## src/rtl/text_ram_ctrl.sv

```systemverilog
// Text-mode character RAM write controller: editor write slot, clear-screen sweep, cursor highlight.
// Optional cursor blinking is compiled in with `define CURSOR_BLINK_EN.
module text_ram_ctrl #(
   parameter int          COLS         = 80,
   parameter int          ROWS         = 60,
   parameter logic [6:0]  FILL_CHAR    = 7'h20,
   parameter logic [23:0] BLINK_PERIOD = 24'd12582912
) (
   input  logic       clk,
   input  logic       reset,
   input  logic       ed_req,
   input  logic [6:0] ed_x,
   input  logic [5:0] ed_y,
   input  logic [6:0] ed_char,
   input  logic [5:0] ed_col,
   output logic       ed_ovf,
   input  logic       clr_start,
   input  logic [5:0] clr_col,
   output logic       clr_busy,
   output logic [6:0] ram_x,
   output logic [5:0] ram_y,
   output logic [6:0] ram_char,
   output logic [5:0] ram_col,
   output logic       ram_wren,
   input  logic [6:0] cur_x,
   input  logic [5:0] cur_y,
   output logic [6:0] hl_x,
   output logic [5:0] hl_y,
   output logic       hl_on
);

   localparam logic [6:0] LAST_X = 7'(COLS - 1);
   localparam logic [5:0] LAST_Y = 6'(ROWS - 1);

   typedef enum logic [1:0] {IDLE, ED_WR, CLEAR} state_t;

   state_t     state, state_n;
   logic       slot_full;
   logic [6:0] slot_x, slot_char;
   logic [5:0] slot_y, slot_col;
   logic       clr_pend, clr_pend_n, clr_accept;
   logic [5:0] clr_col_q;
   logic [6:0] cx;
   logic [5:0] cy;
   logic       drain;

   always_comb begin
      state_n    = state;
      drain      = 1'b0;
      clr_accept = clr_start && !clr_busy && !clr_pend;
      clr_pend_n = clr_pend;
      case (state)
         IDLE: begin
            if (slot_full) begin
               state_n = ED_WR;
               drain   = 1'b1;
            end else if (clr_pend) begin
               state_n    = CLEAR;
               clr_pend_n = 1'b0;
            end
         end
         ED_WR:   state_n = IDLE;
         CLEAR:   if (cx == LAST_X && cy == LAST_Y) state_n = IDLE;
         default: state_n = IDLE;
      endcase
      if (clr_accept) clr_pend_n = 1'b1;
   end

   always_ff @(posedge clk or posedge reset) begin
      if (reset) begin
         state     <= IDLE;
         slot_full <= 1'b0;
         slot_x    <= '0;
         slot_y    <= '0;
         slot_char <= '0;
         slot_col  <= '0;
         clr_pend  <= 1'b0;
         clr_col_q <= '0;
         clr_busy  <= 1'b0;
         cx        <= '0;
         cy        <= '0;
         ed_ovf    <= 1'b0;
         ram_wren  <= 1'b0;
         ram_x     <= '0;
         ram_y     <= '0;
         ram_char  <= '0;
         ram_col   <= '0;
      end else begin
         state    <= state_n;
         clr_pend <= clr_pend_n;
         clr_busy <= clr_pend_n || (state_n == CLEAR) || (state == CLEAR);
         ed_ovf   <= ed_req && slot_full && !drain;
         if (clr_accept) clr_col_q <= clr_col;

         if (ed_req && (!slot_full || drain)) begin
            slot_full <= 1'b1;
            slot_x    <= ed_x;
            slot_y    <= ed_y;
            slot_char <= ed_char;
            slot_col  <= ed_col;
         end else if (drain) begin
            slot_full <= 1'b0;
         end

         if (state == CLEAR) begin
            if (cx == LAST_X) begin
               cx <= '0;
               cy <= (cy == LAST_Y) ? '0 : cy + 6'd1;
            end else begin
               cx <= cx + 7'd1;
            end
         end else begin
            cx <= '0;
            cy <= '0;
         end

         // The editor write is registered on the edge entering ED_WR, so it is visible during ED_WR.
         ram_wren <= 1'b0;
         if (drain) begin
            ram_x    <= slot_x;
            ram_y    <= slot_y;
            ram_char <= slot_char;
            ram_col  <= slot_col;
            ram_wren <= (slot_x <= LAST_X) && (slot_y <= LAST_Y);
         end else if (state == CLEAR) begin
            ram_x    <= cx;
            ram_y    <= cy;
            ram_char <= FILL_CHAR;
            ram_col  <= clr_col_q;
            ram_wren <= 1'b1;
         end
      end
   end

   always_ff @(posedge clk or posedge reset) begin
      if (reset) begin
         hl_x <= '0;
         hl_y <= '0;
      end else begin
         hl_x <= cur_x;
         hl_y <= cur_y;
      end
   end

`ifdef CURSOR_BLINK_EN
   localparam logic [23:0] BLINK_RELOAD = BLINK_PERIOD - 24'd1;
   logic [23:0] blink_cnt;

   // hl_x/hl_y hold last cycle's cursor, so a mismatch means the cursor just moved.
   always_ff @(posedge clk or posedge reset) begin
      if (reset) begin
         blink_cnt <= BLINK_RELOAD;
         hl_on     <= 1'b1;
      end else if (cur_x != hl_x || cur_y != hl_y) begin
         blink_cnt <= BLINK_RELOAD;
         hl_on     <= 1'b1;
      end else if (blink_cnt == '0) begin
         blink_cnt <= BLINK_RELOAD;
         hl_on     <= !hl_on;
      end else begin
         blink_cnt <= blink_cnt - 24'd1;
      end
   end
`else
   always_ff @(posedge clk or posedge reset) begin
      if (reset) hl_on <= 1'b1;
      else       hl_on <= 1'b1;
   end
`endif

endmodule

```

## config.mk

```make
export PLATFORM = sky130hd
export DESIGN_NAME = text_ram_ctrl
export DESIGN_NICKNAME = d
export VERILOG_FILES = /design/src/rtl/text_ram_ctrl.sv
export SDC_FILE = /design/constraint.sdc
export NUM_CORES = 1
export LEC_CHECK = 0
export ABC_AREA = 1
export CAP_MARGIN = 20
export CORE_ASPECT_RATIO = 0.75
export CORE_MARGIN = 2
export CORE_UTILIZATION = 30
export CTS_BUF_LIST = sky130_fd_sc_hd__clkbuf_4
export DETAILED_ROUTE_END_ITERATION = 16
export GPL_TIMING_DRIVEN = 0
export PLACE_DENSITY = 0.64
export SLEW_MARGIN = 10
export SYNTH_ARGS = -nofsm -noshare
export SYNTH_HDL_FRONTEND = slang
export SYNTH_SLANG_ARGS = --single-unit
```

## constraint.sdc

```tcl
create_clock -name clk -period 5.9 [get_ports clk]
set_input_delay 1.77 -clock clk [delete_from_list [all_inputs] [get_ports clk]]
set_output_delay 1.77 -clock clk [all_outputs]
set_load 0.05 [all_outputs]
```

# Word-level counts from Yosys, hierarchy flattened
# Cells that the tools add are included.
totals:
  regBits: 91
  input_bits: 49
  out_inout_bits: 43
  word_cells: 71
op_classes:
  add_sub_neg: 2
  n_lt_le_gt_ge: 2
  eq_ne: 5
  muxes: 26
  n_reduce_logical: 17
ops:
  columns: ["op", "count"]
  rows:
  - ["$mux W6", 7]
  - ["$mux W7", 6]
  - ["$mux W1", 9]
  - ["$add A7 B1 Y7 const B", 1]
  - ["$eq A7 B7 Y1 const B", 1]
  - ["$le A7 B7 Y1 const B", 1]
  - ["$logic_and A1 B1 Y1", 7]
  - ["$add A6 B1 Y6 const B", 1]
  - ["$eq A6 B6 Y1 const B", 1]
  - ["$le A6 B6 Y1 const B", 1]
  - ["$mux W2", 3]
  - ["$eq A2 B2 Y1 const B", 2]
  - ["$logic_not A1 Y1", 4]
  - ["$pmux W2 S2", 1]
  - ["$reduce_bool A2 Y1", 2]
  - ["$logic_or A1 B1 Y1", 3]
  - ["$logic_not A2 Y1", 1]
  - ["$ne A2 B2 Y1 const B", 1]

# Depth between registers and ports, before layout
# Gate-level depths: netlist of run 1.
depth:
  ltp_word: 7
  ltp_mapped: 8
  depth_no_buf: 8

# Worst setup path after synthesis of run 1
# Ideal clock, no wire load.
synth_path:
  path_type: "input -> register"
  from: "input port clr_start"
  to: "register clr_col_q[0]"
  setup_time_ns: 0.125
  arrival_time_ns: 2.378
  required_ns: 5.775
  path_slack_ns: 3.398
  cell_stages: 4
  n_path_buf: 0
  path_cell_list: "inv_1 nor2_1 nand2_1 mux2_2"
synth_between:
  elab_chain_len: 2
synth_rtl:
  columns: ["item", "line_no", "source"]
  rows:
  - ["from (decl)", "17", "input logic clr_start,"]
  - ["$logic_and A1 B1 Y1 (2 in series)", "50", "clr_accept = clr_start && !clr_busy && !clr_pend;"]
  - ["to (signal assigned)", "93", "if (clr_accept) clr_col_q <= clr_col;"]
  - ["to (decl)", "42", "logic [5:0] clr_col_q;"]
# Every way passes these cells.
# A chain may end at the register's enable or synchronous reset.

# Final worst setup path of run 1
layout_path:
  from: "register ram_x[5]"
  to: "output port ram_x[5]"
layout_lines:
  columns: ["item", "line_no", "source"]
  rows:
  - ["from (decl)", "20", "output logic [6:0] ram_x,"]
  - ["from (signal assigned)", "120", "ram_x <= slot_x;"]
# No word-level cell between the ends.

==> results of run 1 <==
## flip-flops by register name, indices dropped and copies added, names as in the netlist, 7 cells and up
signal     cells
hl_x           7
slot_x         7
cx             7
ram_char       7
ram_x          7
slot_char      7
## metal layers
metal	vias up	share of wire, %	GRT usage [%]
met5	-	0	0
met1	1388	49	20.5
met2	107	44	22.4
met4	0	0.53	2.93
met3	6	6.5	5.25
li1	1402	-	-
## worst max-delay path by stage
stage,cells after the start,end,startpoint
global route,1,ram_x[5],ram_x[5]$_DFFE_PP0P_
floorplan,1,clr_busy$_DFF_PP0_,reset
global placement,2,clr_col_q[3]$_DFFE_PP0P_,reset
finish,1,ram_x[5],ram_x[5]$_DFFE_PP0P_
CTS,1,ram_x[5],ram_x[5]$_DFFE_PP0P_
detailed placement,5,clr_col_q[4]$_DFFE_PP0P_,clr_start
## Yosys cell counts, drive strengths merged
cell type,n
nor3,3
o22a,1
buf,14
mux2,5
nand4,3
a21oi,4
o21ai,9
nand2,126
clkbuf,1
nand3,44
nor2,27
o211ai,10
conb,1
ha,2
dfrtp,91
o21bai,1
xor2,1
a22o,4
inv,26
## cell families after synthesis
| group | after synthesis | synth area share [%] |
|---|---|---|
| adders and majority gates | 2 | 0.683 |
| muxes | 5 | 1.54 |
| xor gates and xnor gates | 1 | 0.239 |
| AOI/OAI and AO/OA | 29 | 5.64 |
| buffers and inverters | 41 | 5.88 |
| and+or+nand+nor | 203 | 23.7 |
| other | 1 | 0.102 |
| DFF | 91 | 62.2 |
## power groups by stage
stage,Clock [mW],Combinational [mW],Sequential (mW)
floorplan,0,0.199,1.05
global placement,0,0.507,0.917
detailed placement,0,0.526,0.925
CTS,0.429,0.528,0.913
global route,0.454,0.569,0.934
finish,0.416,0.522,0.914
## layout make-up
type                    count  area [sq um]
plain buffers              15           118
clock buffers               9          67.6
clock inverters             6           105
fillers                  1187          6780
inverters                  26           100
multi-input cells         241          1170
flip-flops and latches     91          2280
well taps                 162           203
repair buffers             90           918
==> metrics.md, run 1 <==
| Metric | Value |
|---|---|
| Status | finished clean |
| Total Routing Usage GR | 14.7% |
| Area of the die | ~0.013 sq mm |
| Die width | 132 microns |
| CP Max Fanout | 2 |
| Antenna violations before repair | 0 |
| Syn_nets | 424 |
| DRC violations left | 0 |
| Fmax | a little under 300 MHz |
| Sequential fraction of the synthesis area | 62.2% |
| Num CTS Buffers | 9 |
| Final cell count without fillers | between 600 and 700 |
| Clock power share | 22.5% |
| Fin Setup TNS | 0 ns |
| Vias | 2903 |
| Cells after DPL | roughly 630 |
| Pint | roughly 1.2 mW |
| Reg-to-reg startpoint | cx[0]$_DFF_PP0_ |
| Maxcap violations | 0 |
| TritonCTS clock tree | done |
| Syn Area/Cell | 9.82 sq um |
| Synth-to-layout area growth | 35.4% |
| Commonest non-fill, non-tap cell in the layout | nand2_1 |
| Synth top area cells | dfrtp_1, nand2_1, nand3_1, inv_1, nor2_1 |
| Hold depth | 2 |
| Dpl ws | roughly 2.8 ns |
| Initial DRC count | 135 |
| Endpoints failing hold | 0 |
| Most frequent cells in the layout | nand2_1, dfrtp_1, clkdlybuf4s50_1 |
| Synth Cell Area | between 0.003 and 0.004 sq mm |
| Total wire length | 9070 microns |
| Postcts setup bufs | 0 |
| End of the worst hold path | slot_y[1]$_DFFE_PP0P_ |
| H-tree depth | 3 |
| R2R Path End | clr_busy$_DFF_PP0_ |
| Hold Crit Class | reg -> reg |
| Final HPWL DP | between 6000 and 7000 microns |
| Least-Margin Pin Slew | 0.534 ns |
| Crit-path leading delay family | buffers and inverters |
| Fraction of layout instances using a drive strength above 1 | 9.41% |
| Worst endpoint required time | 4.13 ns |
| Number of global-route vias before repair | 2969 |
| Placed Area | roughly 0.0048 sq mm |
| Final core utilization | 42.2% |
| Reg2Reg Depth | 6 |
| Netlist cell types | 31 |
| Core area | 0.0117 sq mm |
| Clock sink count | 91 |
| Seq cells post-synth | 91 |
| First-pass GRT wire length | 15000 microns |
| Hold Buf Count CTS | 0 |
| CP Class | reg -> out |
| Synth area leader | dfrtp_1 |
| Vias/cell | 4.54 |
| Starting Density | 31.2% |
| Combinational group share of total power | 28.2% |
| Total power | 1.85 mW |
| Cell count after synthesis | 373 |
| Worst path max stage delay | a little over 0.8 ns |
| Final hold slack | 0.484 ns |
| Critical-path cell with the highest stage delay | clkdlybuf4s50_1 |
| # setup viols final | 0 |
| Hold wc startpoint | slot_y[1]$_DFFE_PP0P_ |
| Clock slew at reported path FFs | around 0.13 ns |
| CTS max path bufs | 2 |
| Post-CTS sizing | 0 |
| Global placement routability congestion | between 0.8 and 0.9 |
| Routed WL per cell | roughly 14 microns |
| Port Buf Inserts | 89 |
| Peak supply drop | 0.000215 V |
| DIE HEIGHT | about 100 microns |
| Seq pwr share | 49.4% |
| Fin worst setup slack | roughly 2.4 ns |
| Max Slew Vio Count | 0 |
| Crit-path cells | clkdlybuf4s50_1 |
| Sw Pwr | 0.649 mW |
| Total gr overflow | 0 |
| Clk_lat worst skew | 0.45 ns |
| Max-slew headroom | 64.3% |
| Design area | 0.00496 sq mm |
| Critical Path Sink Type | output pin |
| 1st-pass router iterations | 4 |
| Placement Rows | 34 |
| Tmin final | 3.47 ns |
| Routed Antenna Nets | 0 |
| Largest net degree at the start of global routing | 63 |
| Syn. warnings | 0 |
| Setup Skew | 0.0195 ns |
| Leakage | 2.27 nW |
| RSZ-0062 raised after global routing | no |
| CP startpoint kind | flip-flop |
| R2R Setup Slk | 4.28 ns |
| Top-area cell type share of the netlist area | about 62% |
| CP Buf/Inv Count | 1 |
| CTS root buf | clkbuf_4 |
| Net Sw Frac | 35.0% |
| Ant diodes | 0 |
| Power per Cell Area | 374 mW/mm^2 |
| Final period utilization | between 50% and 60% |
| # IOs | 92 |
| CP arrival | 1.70 ns |
| Fin nets | ~530 |
(Power assumes the default switching activity.)
==> inputs of run 2 (changes only) <==
Clock period 5.9 ns to 3.4 ns, I/O delays scaled along.
==> results of run 2 <==
Same layout as run 1 (identical final DEF). Status: finished clean.
Among the figures that moved: setup slack after placement 2.82 ns -> 1.07 ns; setup slack after layout 2.43 ns -> 0.679 ns; register-to-register setup slack 4.28 ns -> 1.78 ns; total power 1.85 mW -> 3.21 mW; worst IR drop on VDD 0.000215 V -> 0.000373 V
==> inputs of run 3 (changes only) <==
Settings changed: PLACE_DENSITY 0.64 to 0.66.
Clock period 3.4 ns to 2.35 ns, I/O delays scaled along.
==> run 3 against run 2 <==
Net effect: clock power up 17%; critical endpoint is now hl_y[5]; sequential power up 45%; power up 36%; critical path type unchanged; utilization down 0.26 points.
==> metrics.md, run 3 (same netlist as run 1, synthesis figures left out) <==
| Metric | Value |
|---|---|
| Status | finished clean (unchanged) |
| Net Sw Frac | 37.0% (was 35.0%) |
| R2R Setup Slk | 0.71 ns (was 1.78 ns) |
| CP startpoint kind | flip-flop (unchanged) |
| Postcts setup bufs | 0 (unchanged) |
| Power per Cell Area | 887 mW/mm^2 (was 648 mW/mm^2) |
| Routed WL per cell | 14.2 microns (about the same) |
| Crit-path cells | clkdlybuf4s50_1 (unchanged) |
| Reg area | 0.00228 sq mm (unchanged) |
| Tmin final | between 2 and 2.5 ns |
| Global placement routability congestion | 0.836 (was 0.821) |
| TritonCTS clock tree | done (unchanged) |
| Filler Cell Count | 1186 (was 1187) |
| Fraction of layout instances using a drive strength above 1 | 9.79% (was 9.41%) |
| Clk_lat worst skew | 0.44 ns (was 0.45 ns) |
| Setup Skew | 0.0120 ns (was 0.0195 ns) |
| Total wire length | 9110 microns (was 9070 microns) |
| Most frequent cells in the layout | nand2_1, dfrtp_1, clkdlybuf4s50_1 (unchanged) |
| Total gr overflow | 0 (unchanged) |
| Initial DRC count | 215 (was 135) |
| Dpl ws | 0.352 ns (was 1.07 ns) |
| Clock sink count | 91 (unchanged) |
| Hold depth | 2 (unchanged) |
| Sw Pwr | 1.62 mW (was 1.13 mW) |
| Least-Margin Pin Slew | 0.529 ns (was 0.534 ns) |
| CP Class | reg -> out (unchanged) |
| Fin worst setup slack | 0.0726 ns (was 0.679 ns) |
| Endpoints failing hold | 0 (unchanged) |
| Hold Crit Class | reg -> reg (unchanged) |
| H-tree depth | 3 (unchanged) |
| Peak supply drop | 0.000516 V (was 0.000373 V) |
| Reg-to-reg startpoint | cx[0]$_DFF_PP0_ (unchanged) |
| CP Buf/Inv Count | 1 (unchanged) |
| # setup viols final | 0 (unchanged) |
| Maxcap violations | 0 (unchanged) |
| Commonest non-fill, non-tap cell in the layout | nand2_1 (unchanged) |
| Pint | 2.75 mW (was 2.09 mW) |
| Critical-path cell with the highest stage delay | clkdlybuf4s50_1 (unchanged) |
| R2R Path End | clr_busy$_DFF_PP0_ (unchanged) |
| Placement Rows | 34 (unchanged) |
| Final period utilization | approximately 97% |
| Port Buf Inserts | 89 (unchanged) |
| Core area | 0.0117 sq mm (unchanged) |
| Final hold slack | 0.489 ns (was 0.484 ns) |
| First-pass GRT wire length | 15400 microns (was 15000 microns) |
| # IOs | 92 (unchanged) |
| DRC violations left | 0 (unchanged) |
| Clock slew at reported path FFs | 0.13 ns (about the same) |
| CP arrival | 1.57 ns (was 1.70 ns) |
| Largest net degree at the start of global routing | 39 (was 63) |
| Area of the die | 0.0131 sq mm (unchanged) |
| Crit-path leading delay family | buffers and inverters (unchanged) |
| Hold Buf Count CTS | 0 (unchanged) |
| Number of global-route vias before repair | 3081 (was 2969) |
| Starting Density | 31.2% (unchanged) |
| Multi-input gate area | 0.00117 sq mm (unchanged) |
| Worst endpoint required time | 1.64 ns (was 2.38 ns) |
| Vias | 2876 (was 2903) |
| Max Slew Vio Count | 0 (unchanged) |
| Routed Antenna Nets | 0 (unchanged) |
| Reg2Reg Depth | 6 (unchanged) |
| CTS root buf | clkbuf_4 (unchanged) |
| Worst path max stage delay | 0.79 ns (was 0.83 ns) |
| 1st-pass router iterations | 4 (unchanged) |
| Combinational group share of total power | 28.1% (was 28.2%) |
| Leakage | 2.45 nW (was 2.27 nW) |
| Vias/cell | 4.48 (was 4.54) |
| Final HPWL DP | 6750 microns (was 6710 microns) |
| Clock power share | 19.3% (was 22.5%) |
| End of the worst hold path | slot_col[0]$_DFFE_PP0P_ (was slot_y[1]$_DFFE_PP0P_) |
| Total Routing Usage GR | 15.0% (was 14.7%) |
| Fmax | 439 MHz |
| Final core utilization | 42.0% (was 42.2%) |
| Fin nets | 526 (was 525) |
| Ant diodes | 0 (unchanged) |
| Seq pwr share | 52.6% (was 49.4%) |
| Antenna violations before repair | 0 (unchanged) |
| Num CTS Buffers | 9 (unchanged) |
| RSZ-0062 raised after global routing | no (unchanged) |
| CP Max Fanout | 1 (was 2) |
| Synth-to-layout area growth | 34.6% (was 35.4%) |
| Max-slew headroom | 64.8% (was 64.3%) |
| DIE HEIGHT | 99.7 microns (unchanged) |
| Hold wc startpoint | slot_col[0]$_DFFE_PP0P_ (was slot_y[1]$_DFFE_PP0P_) |
| Critical Path Sink Type | output pin (unchanged) |
| CTS max path bufs | 2 (unchanged) |
| Die width | 132 microns (unchanged) |
==> run 3: metal layers <==
metal	track usage, %	wire length [microns]	vias up	share of wire, %
li1	-	-	1407	-
met1	20.0	4180	1364	46
met2	23.7	4130	99	45
met3	5.66	751	6	8.2
met4	2.42	48	0	0.53
met5	0	0	-	0
==> run 3: power by group through the flow <==
| stage | clock network (mW) | registers, mW | logic (mW) |
|---|---|---|---|
| 6_report | 0.844 | 2.30 | 1.23 |
| 5_1_grt | 0.950 | 2.35 | 1.36 |
| 4_1_cts | 0.870 | 2.30 | 1.25 |
| 3_3_place_gp | 0 | 2.31 | 1.27 |
| 3_5_place_dp | 0 | 2.33 | 1.31 |
| 2_1_floorplan | 0 | 2.63 | 0.500 |
==> run 3: what timing repair did <==
action	in CTS	in global routing
endpoints found under the setup margin	28	13
gates cloned	0	0
gates resized for setup	28	13
==> run 3: layout make-up <==
| type | instances | area share, % |
|---|---|---|
| clock inverters | 6 | 1.14 |
| clock buffers | 10 | 1.52 |
| multi-input cells | 241 | 23.7 |
| repair buffers | 91 | 18.8 |
| flip-flops and latches | 91 | 46.2 |
| well taps | 162 | 4.11 |
| inverters | 26 | 2.06 |
| plain buffers | 15 | 2.39 |
==> run 3: how the worst max path moves through the flow <==
stage / start / cells past startpoint / slack (ns) / endpoint
after floorplan: reset / 1 / 0.58 / clr_busy$_DFF_PP0_
after CTS: hl_x[1]$_DFF_PP0_ / 1 / 0.01 / hl_x[1]
after detailed placement: clr_start / 5 / 0.35 / clr_col_q[1]$_DFFE_PP0P_
final: hl_y[5]$_DFF_PP0_ / 1 / 0.07 / hl_y[5]
after global routing: hl_y[5]$_DFF_PP0_ / 1 / 0.002 / hl_y[5]
after global placement: reset / 2 / -0.38 / clr_col_q[3]$_DFFE_PP0P_
==> run 3: metrics by stage <==
stage | TNS [ns] | area (sq um) | power [mW] | std cells
final | 0 | 4930 | 4.37 | 642
after global routing | 0 | 4930 | 4.66 | 642
after CTS | 0 | 4900 | 4.41 | 642
after detailed placement | 0 | 4800 | 3.64 | 626
after global placement | -33.76 | 4760 | 3.58 | 624
after floorplan | 0 | 3670 | 3.13 | 373
